==> config.mk <==
export PLATFORM = sky130hd
export DESIGN_NAME = cache_arbiter_flat
export DESIGN_NICKNAME = d
export VERILOG_FILES = /design/src/rtl/cache_arbiter_pkg.sv /design/src/rtl/cache_arbiter_if.sv /design/src/rtl/cache_arbiter_sat_counter.sv /design/src/rtl/cache_arbiter.sv /design/src/flat_wrapper.sv
export SDC_FILE = /design/constraint.sdc
export NUM_CORES = 1
export LEC_CHECK = 0
export BUFFER_PORTS_ARGS = -buffer_cell sky130_fd_sc_hd__clkbuf_2
export CAP_MARGIN = 10
export CORE_AREA = 4 4 578 580
export DETAILED_ROUTE_END_ITERATION = 6
export DIE_AREA = 0 0 582 584
export PLACE_DENSITY_LB_ADDON = 0.25
export SYNTH_ARGS = -nofsm -noshare
export SYNTH_HDL_FRONTEND = slang
export SYNTH_SLANG_ARGS = --single-unit
==> constraint.sdc <==
create_clock -name clk -period 2.4 [get_ports clk]
set_clock_uncertainty 0.15 [all_clocks]
set_input_delay 0.24 -clock clk [delete_from_list [all_inputs] [get_ports clk]]
set_output_delay 0.24 -clock clk [all_outputs]
set_load 0.05 [all_outputs]
==> src/rtl/cache_arbiter_pkg.sv <==
// Shared types for the I/D-cache memory-port arbiter.
// The state enum is used by the arbiter and by anything that decodes its state.
package arbiter_types;

    typedef enum logic [1:0] {
        IDLE,
        SERVE_I,
        SERVE_D
    } arb_state_t;

endpackage

==> src/rtl/cache_arbiter_if.sv <==
// Physical-memory port bundle: the arbiter drives it as master and memory answers as slave.
// One line-wide transaction is in flight at a time; resp is a single-cycle completion pulse.
interface cache_arbiter_if #(
    parameter int LINE_W = 256
);
    logic              read;
    logic              write;
    logic [31:0]       address;
    logic [LINE_W-1:0] wdata;
    logic [LINE_W-1:0] rdata;
    logic              resp;

    modport master (
        output read, write, address, wdata,
        input  rdata, resp
    );

    modport slave (
        input  read, write, address, wdata,
        output rdata, resp
    );
endinterface

==> src/rtl/cache_arbiter_sat_counter.sv <==
// Debug event counter that clears synchronously and sticks at all-ones.
// Sticking instead of wrapping keeps a long-running count from reading as small.
module sat_counter #(
    parameter int CNT_W = 32
) (
    input  logic             clk,
    input  logic             rst,
    input  logic             inc,
    output logic [CNT_W-1:0] count
);

    function automatic logic [CNT_W-1:0] sat_inc(input logic [CNT_W-1:0] value);
        return (value == '1) ? value : value + 1'b1;
    endfunction

    always_ff @(posedge clk) begin
        if (rst) begin
            count <= '0;
        end else if (inc) begin
            count <= sat_inc(count);
        end
    end

endmodule

==> src/rtl/cache_arbiter.sv <==
// Arbitrates the single physical-memory port between the I-cache and D-cache miss paths.
// D wins ties from IDLE; on completion the grant passes to the other waiting cache.
module cache_arbiter
    import arbiter_types::*;
#(
    parameter int LINE_W = 256,
    parameter int CNT_W  = 32
) (
    input  logic                 clk,
    input  logic                 rst,

    input  logic                 i_read,
    input  logic [31:0]          i_address,
    output logic [LINE_W-1:0]    i_rdata,
    output logic                 i_resp,

    input  logic                 d_read,
    input  logic                 d_write,
    input  logic [31:0]          d_address,
    input  logic [LINE_W-1:0]    d_wdata,
    output logic [LINE_W-1:0]    d_rdata,
    output logic                 d_resp,

    cache_arbiter_if.master      pmem,

    output logic [CNT_W-1:0]     i_grant_cnt,
    output logic [CNT_W-1:0]     d_grant_cnt,
    output logic [CNT_W-1:0]     conflict_cnt
);

    typedef struct packed {
        arb_state_t        next;
        logic              read;
        logic              write;
        logic [31:0]       address;
        logic [LINE_W-1:0] wdata;
        logic              i_resp;
        logic              d_resp;
    } arb_ctl_t;

    arb_state_t state;
    arb_ctl_t   ctl;
    logic       i_req;
    logic       d_req;
    logic       i_enter;
    logic       d_enter;
    logic       conflict;

    function automatic arb_ctl_t ctl_defaults(input arb_state_t cur);
        arb_ctl_t c;
        c      = '0;
        c.next = cur;
        return c;
    endfunction

    assign i_req = i_read;
    assign d_req = d_read | d_write;

    always_ff @(posedge clk) begin
        if (rst) begin
            state <= IDLE;
        end else begin
            state <= ctl.next;
        end
    end

    // The completing cache's request is still high in its resp cycle, so only the other side is tested.
    always_comb begin
        ctl = ctl_defaults(state);
        unique case (state)
            IDLE: begin
                if (d_req) begin
                    ctl.next = SERVE_D;
                end else if (i_req) begin
                    ctl.next = SERVE_I;
                end
            end
            SERVE_I: begin
                ctl.read    = 1'b1;
                ctl.address = i_address;
                ctl.i_resp  = pmem.resp;
                if (pmem.resp) begin
                    ctl.next = d_req ? SERVE_D : IDLE;
                end
            end
            SERVE_D: begin
                ctl.read    = d_read;
                ctl.write   = d_write;
                ctl.address = d_address;
                ctl.wdata   = d_wdata;
                ctl.d_resp  = pmem.resp;
                if (pmem.resp) begin
                    ctl.next = i_req ? SERVE_I : IDLE;
                end
            end
            default: begin
                ctl.next = IDLE;
            end
        endcase
    end

    assign pmem.read    = ctl.read;
    assign pmem.write   = ctl.write;
    assign pmem.address = ctl.address;
    assign pmem.wdata   = ctl.wdata;
    assign i_resp       = ctl.i_resp;
    assign d_resp       = ctl.d_resp;
    assign i_rdata      = pmem.rdata;
    assign d_rdata      = pmem.rdata;

    assign i_enter  = (ctl.next == SERVE_I) && (state != SERVE_I);
    assign d_enter  = (ctl.next == SERVE_D) && (state != SERVE_D);
    assign conflict = ((state == SERVE_I) && d_req) || ((state == SERVE_D) && i_req);

    sat_counter #(.CNT_W(CNT_W)) u_i_grant_cnt (
        .clk   (clk),
        .rst   (rst),
        .inc   (i_enter),
        .count (i_grant_cnt)
    );

    sat_counter #(.CNT_W(CNT_W)) u_d_grant_cnt (
        .clk   (clk),
        .rst   (rst),
        .inc   (d_enter),
        .count (d_grant_cnt)
    );

    sat_counter #(.CNT_W(CNT_W)) u_conflict_cnt (
        .clk   (clk),
        .rst   (rst),
        .inc   (conflict),
        .count (conflict_cnt)
    );

endmodule

==> src/flat_wrapper.sv <==
// flat-port wrapper written by rule: the top's interface ports become plain ports
module cache_arbiter_flat import arbiter_types::*;
#(
    parameter int LINE_W = 256,
    parameter int CNT_W  = 32
)
  (clk, rst, i_read, i_address, i_rdata, i_resp, d_read, d_write, d_address, d_wdata, d_rdata, d_resp, i_grant_cnt, d_grant_cnt, conflict_cnt, pmem_read, pmem_write, pmem_address, pmem_wdata, pmem_rdata, pmem_resp);
  cache_arbiter_if #(.LINE_W(LINE_W)) pmem_i ();
  input  logic clk;
  input  logic rst;
  input  logic i_read;
  input  logic [31:0] i_address;
  output logic [LINE_W-1:0] i_rdata;
  output logic i_resp;
  input  logic d_read;
  input  logic d_write;
  input  logic [31:0] d_address;
  input  logic [LINE_W-1:0] d_wdata;
  output logic [LINE_W-1:0] d_rdata;
  output logic d_resp;
  output logic [CNT_W-1:0] i_grant_cnt;
  output logic [CNT_W-1:0] d_grant_cnt;
  output logic [CNT_W-1:0] conflict_cnt;
  output wire logic [$bits(pmem_i.read)-1:0] pmem_read;
  output wire logic [$bits(pmem_i.write)-1:0] pmem_write;
  output wire logic [$bits(pmem_i.address)-1:0] pmem_address;
  output wire logic [$bits(pmem_i.wdata)-1:0] pmem_wdata;
  input wire logic [$bits(pmem_i.rdata)-1:0] pmem_rdata;
  input wire logic [$bits(pmem_i.resp)-1:0] pmem_resp;
  assign pmem_read = pmem_i.read;
  assign pmem_write = pmem_i.write;
  assign pmem_address = pmem_i.address;
  assign pmem_wdata = pmem_i.wdata;
  assign pmem_i.rdata = pmem_rdata;
  assign pmem_i.resp = pmem_resp;
  cache_arbiter #(.LINE_W(LINE_W), .CNT_W(CNT_W)) u_core (.clk(clk), .rst(rst), .i_read(i_read), .i_address(i_address), .i_rdata(i_rdata), .i_resp(i_resp), .d_read(d_read), .d_write(d_write), .d_address(d_address), .d_wdata(d_wdata), .d_rdata(d_rdata), .d_resp(d_resp), .pmem(pmem_i), .i_grant_cnt(i_grant_cnt), .d_grant_cnt(d_grant_cnt), .conflict_cnt(conflict_cnt));
endmodule
==> results.yml, run 1 <==
global_route:
  grt_overflow: 0
  grtUsageMet3: 0.1273
  grt_pass1_wl_mm: 234.4
  track_usage: 0.1151
  grt_max_degree: 40
  first_global_vias: 12870
  top_usage_layer: "met2"
  use_met1: 0.09601
  antenna_found_initial: 98
  use_met2: 0.1754
synthesis:
  yosysWarnings: 0
  syn-cell-area_mm2: 0.01326
  synth_area_per_cell_um2: 7.584
  async_reset_ff_frac: 0
  yosysMostFrequentCell: "buf_4"
  ys.flop_type: "dfxtp_1"
  synth_commonest_cells: "buf_4, and2_1, dfxtp_1"
  synthTopCellsByArea: "buf_4, dfxtp_1, and2_1, xor2_1, nor2_1"
  synthCells: 1748
  synth_edf_count: 0
  yosysTopAreaCellShare: 0.4536
  syn-num-nets: 2337
  synth_top_area_cell: "buf_4"
  ys_ff_latch: 98
  synth-seq-area-share: 0.1480
  ys_types: 67
setup_path:
  reg2reg_from: "u_core.state[1]"
  rrSetupSlack_ps: -170
  cp.required_ps: 2010
  critPathCaptureType: "output pin"
  cp_max_fo: 7
  critPathKind: "flop to output pin"
  reg2reg_to: "u_core.u_i_grant_cnt.count[26]"
  rr_worst_depth: 11
  worst_ep_arrival_time_ps: 2340
  crit_path_start_kind: "flop"
sta:
  relSlewSlack: 0.5688
  fin_crit_ps: 2730
  setup_violations: 169
  hold_ws_ps: 194.2
  hold_viol_final: 0
  rsz0062_at_grt: "true"
  max_slew.worst_pin.slew_ps: 646.9
  layout_setup_ws_ps: -330.0
  final.period_utilization: 1.137
  fmax_ghz: 0.3663
  maxSlewViolCount: 0
finish:
  stdcell_count: 6208
  fillers: 38370
  regArea_mm2: 0.001989
  multi_input_area_mm2: 0.006281
  areaGrowthSynthToFinish_pct: 87.72
  fin_nets: 2414
  final_util: 0.07559
  drive_above_1_share: 0.7262
cts:
  clk-insertion-delay-late_ps: 430
  root_buffer: "clkbuf_16"
  clk_pin_slew_ps: 120
  cts_tree: "yes"
  cts_buffers: 9
  clk_path_buf_depth: 2
  cts-htree-levels: 3
  cts_hold_buf: 0
  clock_sinks: 98
routing:
  route.detailed.drc: 0
  drt_wl_total_mm: 205.3
  wl_per_cell_um: 33.07
  drtIter0Drc: 498
  vias: 12370
  vias_per_cell: 1.992
  dr.pass1.iters: 5
  ant_nets: 0
min_path:
  hp-class: "input port to flop"
  min_to: "u_core.u_i_grant_cnt.count[24]"
  hold_depth: 2
  hold_path_startpoint: "rst"
pwr:
  irDropWorstVdd_v: 0.0003569
  total_power_mw: 10.68
  powerDensity_mw_per_mm2: 429.2
  leakagePower_nw: 8.996
die:
  num_io_pins: 1482
  die_h_um: 584
  die_area_mm2: 0.3399
  die_w_um: 582
  start_util: 0.04027
  core_area_mm2: 0.3292
  num_rows: 211
place:
  dp_slack_ps: -412.3
  dpl.hpwl_mm: 185.5
  portBuffers: 713
  placedCellCount: 6097
  gp_congestion: 0.8625
outcome:
  violations: "setup timing"
  outcome: "complete, but fails checks"
flow_run:
  maxCapViolCount: 0
[cell usage in the layout, fill, tap and decap left out, drive strengths merged, types with 6 or more instances in the layout]
cell type  netlist  layout
buf            809     470
clkbuf          51     465
and2           266     266
dfxtp           98      98
nor2            85      85
xor2            48      48
nand3           45      45
nand4           38      38
nor2b           37      37
nand2           33      33
a22oi           32      32
and3            25      25
a21oi           25      25
xnor2           21      21
o21ai           20      20
or3             18      18
and4            14      14
diode            0      12
nor4            12      12
inv              7       9
nor3             8       8
ha               7       7
or4              6       6
[metrics by stage]
| stage | instance area [µm²] | setup TNS (ps) |
|---|---|---|
| after detailed placement | 21200 | -10960 |
| final | 24890 | -16310 |
| after global routing | 24880 | -43070 |
| after CTS | 24590 | -49720 |
| after floorplan | 13280 | 0 |
| after global placement | 20980 | -24200 |
[worst max-delay path by stage]
stage	end	startpoint	slack (ps)
2_1_floorplan	u_core.u_i_grant_cnt.count[3]	u_core.u_i_grant_cnt.count[14]	1
3_3_place_gp	pmem_address[10]	u_core.state[0]	-1730
3_5_place_dp	pmem_address[18]	u_core.state[0]	-410
4_1_cts	pmem_address[0]	u_core.state[1]	-360
5_1_grt	pmem_address[0]	u_core.state[1]	-320
6_report	pmem_address[13]	u_core.state[1]	-330
[timing repair]
action                     4_1_cts  5_1_grt
setup endpoints to repair      371      348
cloned                          26        3
resized for setup              577       48
setup buffers                   58       12
pin swaps                       50       20
[routing by layer]
layer / part of all wire / routed length, µm
met1: 0.29 / 58760
met2: 0.43 / 88650
met3: 0.24 / 49390
met4: 0.037 / 7641
met5: 0.0041 / 843
[state kept, by name (all words and copies together), names as in the netlist]
register                     cells
u_core.u_conflict_cnt.count     32
u_core.u_d_grant_cnt.count      32
u_core.u_i_grant_cnt.count      32
u_core.state                     2
[critical path, stage by stage, from the launching register on]
cell,delay (ps)
dfxtp_2,350
buf_6,110
ha_4,150
buf_8,120
buf_16,150
buf_16,170
a22oi_2,480
nor2b_4,130
buf_12,180
[layout make-up]
type | count | area share
Multi-Input combinational cell | 783 | 0.2524
Sequential cell | 98 | 0.07994
Inverter | 7 | 0.001257
Antenna cell | 12 | 0.001207
Clock buffer | 10 | 0.009603
Timing Repair Buffer | 926 | 0.4338
Clock inverter | 6 | 0.002313
Tap cell | 4366 | 0.2195
[power breakdown]
| part | switching [mW] | internal (mW) | total (mW) |
|---|---|---|---|
| clock network | 1.07 | 0.765 | 1.84 |
| registers | 0.0162 | 1.64 | 1.66 |
| logic | 4.00 | 3.19 | 7.19 |
[logic make-up (layout without fill, tap and decap cells)]
| group | count (synthesis) | count (layout) | share of synthesized area |
|---|---|---|---|
| buf+inv | 867 | 949 | 0.4745 |
| flops | 98 | 98 | 0.1480 |
| xor+xnor | 69 | 69 | 0.04559 |
| simple gates | 602 | 602 | 0.2698 |
| other cells | 0 | 12 | 0 |
| compound gates | 100 | 100 | 0.05134 |
| fa+ha+maj | 7 | 7 | 0.006607 |
| mux | 5 | 5 | 0.004153 |
Note: power is estimated with default switching activity, not from simulation.
==> run 2: changes to the inputs <==
--- a/config.mk
+++ b/config.mk
@@ -7,10 +7,14 @@
 export LEC_CHECK = 0
 export BUFFER_PORTS_ARGS = -buffer_cell sky130_fd_sc_hd__clkbuf_2
 export CAP_MARGIN = 10
+export CELL_PAD_IN_SITES_DETAIL_PLACEMENT = 2
+export CELL_PAD_IN_SITES_GLOBAL_PLACEMENT = 2
 export CORE_AREA = 4 4 578 580
 export DETAILED_ROUTE_END_ITERATION = 6
 export DIE_AREA = 0 0 582 584
+export GPL_ROUTABILITY_DRIVEN = 0
 export PLACE_DENSITY_LB_ADDON = 0.25
+export SKIP_LAST_GASP = 1
 export SYNTH_ARGS = -nofsm -noshare
 export SYNTH_HDL_FRONTEND = slang
 export SYNTH_SLANG_ARGS = --single-unit
==> run 2 against run 1 <==
Net effect:
- the flow still finishes with violations (setup timing)
- via count decreased by 2.9%
- sequential power about the same
- worst hold slack lost 52 ps
- sequential share of layout area is 0.072 points higher
- final cell count barely moved
- combinational power shrank 5.0%
- clock power fell by 5%
- non-clock buffer count fell by 6
- worst setup slack worse by 28 ps
- largest cell class unchanged
- highest routed layer unchanged
==> results.yml, run 2 (synthesized netlist as in run 1, its figures left out) <==
finish:
  final_util: 0.07491
  areaGrowthSynthToFinish_pct: 86.04
  reg_top3: "u_core.u_conflict_cnt.count x32, u_core.u_d_grant_cnt.count x32, u_core.u_i_grant_cnt.count x32"
  final_area_mm2: 0.02466
  final_common_cell: "clkbuf_2"
  fillers: 38660
  drive_above_1_share: 0.7155
  fin_nets: 2408
  mostFrequentLayoutCells: "clkbuf_2, buf_12, and2_4"
sta:
  relSlewSlack: 0.5221
  hold_ws_ps: 142.5
  layout_setup_ws_ps: -357.7
  setup_violations: 325
  maxSlewViolCount: 0
  rsz0062_at_grt: "true"
  fmax_ghz: 0.3626
  final.period_utilization: 1.149
  fin_crit_ps: 2758
  max_slew.worst_pin.slew_ps: 716.9
  hold_viol_final: 0
die:
  die_area_mm2: 0.3399
  start_util: 0.04027
  num_io_pins: 1482
  die_w_um: 582
  num_rows: 211
  die_h_um: 584
  core_area_mm2: 0.3292
setup_path:
  crit_slowest_cell: "a22oi_2"
  crit_path_start_kind: "flop"
  critPathCaptureType: "output pin"
  cp_cell_sequence: "buf_6 -> ha_4 -> buf_6 -> buf_12 -> buf_16 -> a22oi_2 -> nor2b_2 -> buf_12"
  worst_ep_arrival_time_ps: 2370
  cp_max_fo: 7
  critPathKind: "flop to output pin"
  cpPeakStageDelay_ps: 590
  cp.required_ps: 2010
cts:
  clock_sinks: 98
  cts_tree: "yes"
  clk_pin_slew_ps: 110
  cts-htree-levels: 3
  cts_hold_buf: 0
  clk_path_buf_depth: 2
  root_buffer: "clkbuf_16"
  cts_buffers: 9
  clk-insertion-delay-late_ps: 430
pwr:
  total_power_mw: 10.23
  irDropWorstVdd_v: 0.0003811
  powerDensity_mw_per_mm2: 414.8
  leakagePower_nw: 8.761
routing:
  vias_per_cell: 1.933
  wl_per_cell_um: 28.11
  dr.pass1.iters: 4
  route.detailed.drc: 0
  ant_nets: 0
  vias: 12010
  drtIter0Drc: 312
  drt_wl_total_mm: 174.6
outcome:
  outcome: "complete, but fails checks"
  violations: "setup timing"
place:
  place_area_mm2: 0.02077
  dpl.hpwl_mm: 155.0
  portBuffers: 713
  dp_slack_ps: -829.0
global_route:
  first_global_vias: 13120
  grt_overflow: 0
  grt_pass1_wl_mm: 203.3
  track_usage: 0.09766
  grt_max_degree: 39
  antenna_found_initial: 73
flow_run:
  maxCapViolCount: 0
min_path:
  hp-class: "input port to flop"
run 2: where the power goes:
| part | internal (mW) | total [mW] | switching [mW] |
|---|---|---|---|
| sequential | 1.64 | 1.66 | 0.0163 |
| combinational | 2.99 | 6.83 | 3.84 |
| clock | 0.730 | 1.74 | 1.01 |
| total | 5.36 | 10.2 | 4.86 |
run 2: timing repair:
item	in CTS	in global routing
gates resized for setup	396	249
pin swaps	21	60
hold endpoints to repair	0	0
buffers inserted	46	18
gates cloned	20	12
endpoints found under the setup margin	367	382
run 2: path summary, 6_finish.rpt:
check | from | to | depth (start not counted) | slack, ps
setup / recovery | u_core.state[1] | pmem_address[2] | 8 | -360
hold reg to reg | u_core.u_conflict_cnt.count[10] | u_core.u_conflict_cnt.count[10] | 2 | 350
setup reg to reg | u_core.state[1] | u_core.u_i_grant_cnt.count[26] | 11 | -250
hold / removal | rst | u_core.u_i_grant_cnt.count[12] | 2 | 140
run 2: metrics by stage:
stage          std cells  setup TNS, ps
6_report            6211         -45870
5_1_grt             6195         -90270
4_1_cts             6169         -90570
3_5_place_dp        6093         -14520
3_3_place_gp        6093         -11020
2_1_floorplan       1748              0
run 2: per-layer routing:
metal	vias to the layer above	share of wire	track usage
met5	-	0.0020	0.007005
met4	12	0.033	0.03078
met3	269	0.20	0.09208
met2	1061	0.45	0.1543
met1	5644	0.31	0.08816
li1	5022	-	-
run 2: cell type report:
class,count,area [µm²],area share
flip-flops and latches,98,1989,0.08067
inverters,7,33.78,0.001370
multi-input cells,783,6286,0.2549
repair buffers,920,10550,0.4276
clock buffers,9,225.2,0.009132
well taps,4366,5463,0.2215
clock inverters,7,66.31,0.002689
diodes,21,52.55,0.002131
run 2: critical path, delay by kind of cell, from the launching register on:
kind / cells / cell delay, ps
buffers and inverters: 5 / 700
AO/OA/AOI/OAI: 1 / 590
flip-flops: 1 / 350
adder cells (fa/ha/maj): 1 / 150
AND/OR/NAND/NOR: 1 / 120
